===== src/rtl/prog_run_pkg.sv =====
// prog_run_pkg: shared state encoding, status codes and default parameters for the run sequencer.
package prog_run_pkg;
    typedef enum logic [2:0] {
        S_IDLE,
        S_LOAD,
        S_START,
        S_RUN,
        S_RD_ADDR,
        S_RD_CAP,
        S_RES_OUT,
        S_REPORT
    } run_state_t;

    localparam logic [1:0] ST_NONE    = 2'b00;
    localparam logic [1:0] ST_OK      = 2'b01;
    localparam logic [1:0] ST_TIMEOUT = 2'b10;

    localparam logic [7:0] DEF_LOAD_BASE    = 8'd0;
    localparam int         DEF_LOAD_LEN     = 4;
    localparam logic [7:0] DEF_RES_BASE     = 8'd8;
    localparam int         DEF_RES_LEN      = 4;
    localparam int         DEF_START_CYCLES = 2;
    localparam int         DEF_TIMEOUT      = 1000;
    localparam int         DEF_CW           = 10;
endpackage


===== src/rtl/run_cycle_ctr.sv =====
// run_cycle_ctr: saturating cycle counter with clear/enable and a reached-timeout flag.
module run_cycle_ctr import prog_run_pkg::*; #(
    parameter int CW      = DEF_CW,
    parameter int TIMEOUT = DEF_TIMEOUT
) (
    input  logic          clk,
    input  logic          reset,
    input  logic          clr,
    input  logic          en,
    output logic [CW-1:0] count,
    output logic          at_timeout
);
    always_ff @(posedge clk)
        if (reset || clr) count <= '0;
        else if (en && count != '1) count <= count + CW'(1);
    assign at_timeout = count >= CW'(TIMEOUT);
endmodule


===== src/rtl/prog_run_seq.sv =====
// prog_run_seq: loads operands into core data memory, starts the core, times the run and streams results back.
module prog_run_seq import prog_run_pkg::*; #(
    parameter logic [7:0] LOAD_BASE    = DEF_LOAD_BASE,
    parameter int         LOAD_LEN     = DEF_LOAD_LEN,
    parameter logic [7:0] RES_BASE     = DEF_RES_BASE,
    parameter int         RES_LEN      = DEF_RES_LEN,
    parameter int         START_CYCLES = DEF_START_CYCLES,
    parameter int         TIMEOUT      = DEF_TIMEOUT,
    parameter int         CW           = DEF_CW
) (
    input  logic          clk,
    input  logic          reset,
    input  logic          cmd_valid,
    output logic          cmd_ready,
    input  logic          ld_valid,
    input  logic [7:0]    ld_data,
    output logic          ld_ready,
    output logic          res_valid,
    output logic [7:0]    res_data,
    output logic          res_last,
    input  logic          res_ready,
    output logic          core_start,
    input  logic          core_done,
    output logic          mem_own,
    output logic [7:0]    mem_addr,
    output logic [7:0]    mem_wdata,
    output logic          mem_we,
    input  logic [7:0]    mem_rdata,
    output logic [CW-1:0] run_cycles,
    output logic [1:0]    status,
    output logic          status_valid
);
    localparam int IW = 16;
    run_state_t    state;
    logic [IW-1:0] idx;
    logic [CW-1:0] count;
    logic          at_timeout, start_last, rd_phase;
    assign start_last = idx == IW'(START_CYCLES - 1);
    // Counting begins on the last START cycle so the first RUN cycle already reads 1.
    run_cycle_ctr #(.CW(CW), .TIMEOUT(TIMEOUT)) u_ctr (
        .clk(clk),
        .reset(reset),
        .clr(state == S_IDLE),
        .en(state == S_RUN || (state == S_START && start_last)),
        .count(count),
        .at_timeout(at_timeout)
    );
    assign cmd_ready    = state == S_IDLE;
    assign ld_ready     = state == S_LOAD;
    assign core_start   = state == S_START && !reset;
    assign mem_we       = ld_ready && ld_valid && !reset;
    assign mem_wdata    = mem_we ? ld_data : 8'd0;
    assign rd_phase     = state == S_RD_ADDR || state == S_RD_CAP || state == S_RES_OUT;
    assign mem_own      = ld_ready || rd_phase;
    assign mem_addr     = ld_ready ? LOAD_BASE + idx[7:0] : rd_phase ? RES_BASE + idx[7:0] : 8'd0;
    assign res_valid    = state == S_RES_OUT;
    assign res_last     = res_valid && idx == IW'(RES_LEN - 1);
    assign status_valid = state == S_REPORT;
    always_ff @(posedge clk) begin
        if (reset) begin
            state      <= S_IDLE;
            idx        <= '0;
            res_data   <= '0;
            run_cycles <= '0;
            status     <= ST_NONE;
        end else begin
            case (state)
                S_IDLE: if (cmd_valid) begin
                    state      <= S_LOAD;
                    idx        <= '0;
                    run_cycles <= '0;
                    status     <= ST_NONE;
                end
                S_LOAD: if (ld_valid) begin
                    idx   <= idx == IW'(LOAD_LEN - 1) ? '0 : idx + IW'(1);
                    state <= idx == IW'(LOAD_LEN - 1) ? S_START : S_LOAD;
                end
                S_START: begin
                    idx   <= start_last ? '0 : idx + IW'(1);
                    state <= start_last ? S_RUN : S_START;
                end
                // A done seen while the counter still reads 1 is stale from a previous run.
                S_RUN: if (core_done && count != CW'(1)) begin
                    run_cycles <= count;
                    status     <= ST_OK;
                    state      <= S_RD_ADDR;
                end else if (at_timeout) begin
                    run_cycles <= CW'(TIMEOUT);
                    status     <= ST_TIMEOUT;
                    state      <= S_REPORT;
                end
                S_RD_ADDR: state <= S_RD_CAP;
                S_RD_CAP: begin
                    res_data <= mem_rdata;
                    state    <= S_RES_OUT;
                end
                S_RES_OUT: if (res_ready) begin
                    idx   <= idx + IW'(1);
                    state <= res_last ? S_REPORT : S_RD_ADDR;
                end
                S_REPORT: state <= S_IDLE;
                default:  state <= S_IDLE;
            endcase
        end
    end
endmodule

===== config.mk =====
export PLATFORM = sky130hd
export DESIGN_NAME = prog_run_seq
export DESIGN_NICKNAME = d
export VERILOG_FILES = /design/src/rtl/prog_run_pkg.sv /design/src/rtl/run_cycle_ctr.sv /design/src/rtl/prog_run_seq.sv
export SDC_FILE = /design/constraint.sdc
export NUM_CORES = 1
export LEC_CHECK = 0
export ABC_AREA = 1
export BUFFER_PORTS_ARGS = -buffer_cell sky130_fd_sc_hd__buf_4
export CAP_MARGIN = 20
export CORE_MARGIN = 5
export CORE_UTILIZATION = 56
export CTS_BUF_LIST = sky130_fd_sc_hd__clkbuf_4
export CTS_CLUSTER_DIAMETER = 80
export DETAILED_ROUTE_END_ITERATION = 8
export PLACE_DENSITY = 0.82
export SETUP_SLACK_MARGIN = 0.3
export SLEW_MARGIN = 20
export SYNTH_ARGS = -nofsm -noshare
export SYNTH_HDL_FRONTEND = slang
export SYNTH_SLANG_ARGS = --single-unit

===== constraint.sdc =====
create_clock -name clk -period 2.1 [get_ports clk]
set_input_delay 0.21 -clock clk [delete_from_list [all_inputs] [get_ports clk]]
set_output_delay 0.21 -clock clk [all_outputs]
set_load 0.1 [all_outputs]

==> results.json, run 1 <==
{
  "synthCells": 459,
  "io_buffers": 65,
  "ys_seq_area_share_pct": 33.3,
  "start_util_pct": 57.6,
  "hpwl_mm": 5.93,
  "dieWidth_microns": 82.5,
  "top_level_ports": 66,
  "cts_buffer_depth": 2,
  "cts-root-buf": "clkbuf_4",
  "syn_area_per_cell_sq_um": 6.41,
  "synth-main-ff-cell": "dfxtp_1",
  "die_y_microns": 82.5,
  "yosysWarningCount": 0,
  "stop_error": "[ERROR GRT-0232] Routing congestion too high. Check the congestion heatmap in the GUI.",
  "cts.sinks": 49,
  "place_area_sq_um": 3680,
  "grt-ovfl-total": 3,
  "cts_buffers": 5,
  "synth_seq_cells": 49,
  "postCtsHoldBufs": 0,
  "synth_cell_types": 34,
  "rows": 26,
  "cts_max_level": 2,
  "grt-worst-endpoint": "mem_wdata[1]",
  "synth_edf_count": 0,
  "worstEpCategory": "top-level output",
  "syn_nets": 487,
  "status": "stopped before the end",
  "gp_congestion": 0.937,
  "synth_area_sq_um": 2940,
  "grt_max_degree": 21,
  "async_flop_share_pct": 0,
  "dp_cells": 590,
  "track_usage_pct": 59.7,
  "lastStage": "global routing"
}
[metrics by stage]
step / setup slack [ns] / hold WS, ns
CTS: -0.0340 / 0.0969
detailed placement: -0.0110 / 0.439
global placement: 0.0456 / 0.434
floorplan: -1.70 / 0.404
[Yosys cell counts (all sizes together), types with 2 or more instances]
library cell  instances  share of area [%]
nand2               116                 15
nor2                 70                9.2
inv                  65                8.4
dfxtp                49                 33
a21oi                42                7.3
nand3                34                6.4
nand4                15                3.4
o21ai                14                2.4
nor3                 11                2.6
xor2                 11                3.3
buf                   7                1.7
nand3b                7                2.2
ha                    6                2.6
clkbuf                4               0.51
a31oi                 2               0.43
clkinv                2               0.26
[what timing repair did]
| action | CTS |
|---|---|
| gates resized for setup | 103 |
| pin swaps | 7 |
| gates cloned | 0 |
| setup endpoints to repair | 22 |
| setup buffers | 17 |
[metal layers]
layer	GRT overflow	track usage, %
met2	1	81.7
met1	0	56.0
met5	0	3.33
met3	0	43.3
met4	2	59.6
[cell families after synthesis]
| group | Yosys count | share of synthesized area [%] |
|---|---|---|
| flip-flops | 49 | 33.3 |
| XOR/XNOR | 11 | 3.27 |
| AND/OR/NAND/NOR | 254 | 39.1 |
| AO/OA/AOI/OAI | 61 | 10.9 |
| buffers and inverters | 78 | 10.8 |
| adder cells (fa/ha/maj) | 6 | 2.55 |
==> run 2, diff against run 1 <==
CORE_UTILIZATION = 40   (was 56)
CTS_BUF_LIST = unset   (was sky130_fd_sc_hd__clkbuf_4)
CTS_CLUSTER_DIAMETER = unset   (was 80)
PLACE_DENSITY = unset   (was 0.82)
PLACE_DENSITY_LB_ADDON = 0.15   (was unset)
SETUP_SLACK_MARGIN = unset   (was 0.3)
==> run 2 against run 1 <==
Compared with the run above: the flow now finishes, with violations (setup timing); synthesized cell count did not move; synthesized area did not move.
==> results.json, run 2 <==
{
  "cp-start-kind": "register",
  "cts_buffers": 5,
  "hold_ws_ns": 0.183,
  "antenna_found_initial": 0,
  "clock_skew_ns": 0.00581,
  "cts_max_level": 2,
  "largest_register": "idx",
  "synth_area_leader_cell": "dfxtp_1",
  "largest_reg_flops": 16,
  "start_util_pct": 40.8,
  "status": "finished with violations",
  "async_flop_share_pct": 0,
  "clk_latency_ns": 0.30,
  "drive_above_1_share_pct": 24.0,
  "leakage_nw": 1.58,
  "endpoint_kind": "primary output",
  "grt_pass1_wl_mm": 13.4,
  "syn_area_per_cell_sq_um": 6.41,
  "vias": 3051,
  "grt-ovfl-total": 0,
  "reg_top3": "idx x16, run_cycles x10, u_ctr.count x10",
  "die_area_sq_um": 9170,
  "grt_pass1_vias": 2912,
  "fin_crit_ns": 2.11,
  "synthCells": 459,
  "core_area_sq_um": 7210,
  "pwr_density_cell_nw_per_um2": 635,
  "cts.sinks": 49,
  "maxCapViolations": 0,
  "die_y_microns": 95.8,
  "hpwl_mm": 6.02,
  "finalWorstSetupSlack_ns": -0.0107,
  "yosysWarningCount": 0,
  "ys_top_cells_by_count": "nand2_1 (112), nor2_1 (67), inv_1 (62)",
  "violations": "setup timing",
  "io_buffers": 65,
  "grt_setup_unrepaired": "true",
  "cts_tree": "built",
  "cts_buffer_depth": 2,
  "rows": 31,
  "final_util_pct": 54.4,
  "yosysMostFrequentCell": "nand2_1",
  "num_antenna_cells": 0,
  "fmax_mhz": 474,
  "syn_nets": 487,
  "ys_seq_area_share_pct": 33.3,
  "post-route-period-util_pct": 101,
  "r2r_slack_ns": 0.26,
  "finalWirelength_mm": 8.02,
  "via_per_inst": 4.83,
  "synth-main-ff-cell": "dfxtp_1",
  "dieWidth_microns": 95.8,
  "drcViolationCount": 0,
  "synth_edf_count": 0,
  "final_common_cell": "nand2_1",
  "synth_cell_types": 34,
  "clk_pin_slew_ns": 0.09,
  "cp_data_arrival_time_ns": 1.90,
  "total_power_mw": 2.49,
  "setup_violations": 2,
  "track_usage_pct": 18.2,
  "worst-endpoint-required_ns": 1.89,
  "synth_top_area_share_pct": 33.3,
  "cts-root-buf": "clkbuf_8",
  "final_cell_mix": "nand2_1 (112), buf_4 (67), inv_1 (58)",
  "drt-initial-drc-count": 72,
  "worst_slew_pin_slew_ns": 0.629,
  "final_nets": 560,
  "gp_congestion": 0.894,
  "synthTopCellsByArea": "dfxtp_1 (33%), nand2_1 (14%), nor2_1 (8.5%)",
  "worstHoldPathType": "in -> reg",
  "postRouteAntennaNets": 0,
  "top_level_ports": 66,
  "grt_max_degree": 21,
  "slew_violations": 0,
  "criticalPathCategory": "reg -> out",
  "relSlewSlack_pct": 58.0,
  "syn_to_final_growth_pct": 33.4,
  "synth_area_sq_um": 2940,
  "cp_max_fo": 8,
  "hold_viol": 0,
  "wl_per_cell_microns": 12.7,
  "synth_seq_cells": 49,
  "dr.pass1.iters": 5,
  "max-vdd-ir-drop_uv": 346
}
-- run 2: through the flow --
step	area [sq um]	setup slack, ns	instances	TNS [ns]
after detailed placement	3670	-0.0443	620	-0.0443
after global routing	3930	-0.110	632	-0.743
after global placement	3670	-0.00505	620	-0.00505
after CTS	3820	-0.0572	629	-0.0572
after floorplan	3070	-1.70	459	-20.48
final	3930	-0.0107	632	-0.0147
-- run 2: report_power, final --
group	leakage, nW	internal (mW)	switching (mW)	total (mW)
Sequential	0.397	0.957	0.0246	0.982
Combinational	1.14	0.257	0.702	0.959
Clock	0.0439	0.231	0.320	0.551
-- run 2: cell type report --
type / count / area, sq um
fillers: 746 / 3290
multi-input cells: 332 / 1770
flip-flops and latches: 49 / 986
repair buffers: 77 / 694
inverters: 67 / 264
well taps: 99 / 124
clock buffers: 5 / 68.8
clock inverters: 3 / 17.5
-- run 2: what timing repair did --
item,4_1_cts,5_1_grt
hold buffers,0,0
pin swaps,0,4
endpoints found under the setup margin,14,16
buffers inserted,1,3
resized for setup,10,22
-- run 2: worst paths after layout --
check	end	from	depth (start not counted)
max	mem_wdata[0]	state[0]$_SDFFE_PP0P_	8
max reg2reg	idx[14]$_SDFFE_PP0P_	state[2]$_SDFFE_PP0P_	9
min	res_data[0]$_SDFFE_PP0P_	mem_rdata[0]	3
min reg2reg	res_data[7]$_SDFFE_PP0P_	res_data[7]$_SDFFE_PP0P_	2
-- run 2: cells by family after synthesis --
group,Yosys count,synth area share (%)
buffers and inverters,78,10.8
adder cells (fa/ha/maj),6,2.55
AND/OR/NAND/NOR,254,39.1
XOR/XNOR,11,3.27
AO/OA/AOI/OAI,61,10.9
flip-flops,49,33.3
-- run 2: metal layers --
| metal | share of wire (%) | global-route usage [%] | vias to the layer above |
|---|---|---|---|
| met1 | 44 | 23.1 | 1383 |
| met4 | 1.2 | 5.21 | 0 |
| met2 | 52 | 31.8 | 47 |
| met5 | 0 | 0 | - |
| li1 | - | - | 1612 |
| met3 | 3.1 | 2.66 | 9 |
-- run 2: worst max-delay path, cell delays in order (launching register included) --
cell	delay (ns)
dfxtp_2	0.36
inv_2	0.05
nor3_4	0.26
inv_4	0.07
nor3_4	0.25
clkinvlp_4	0.14
buf_12	0.16
nor2_4	0.12
buf_12	0.18
Note: power is estimated with default switching activity, not from simulation.
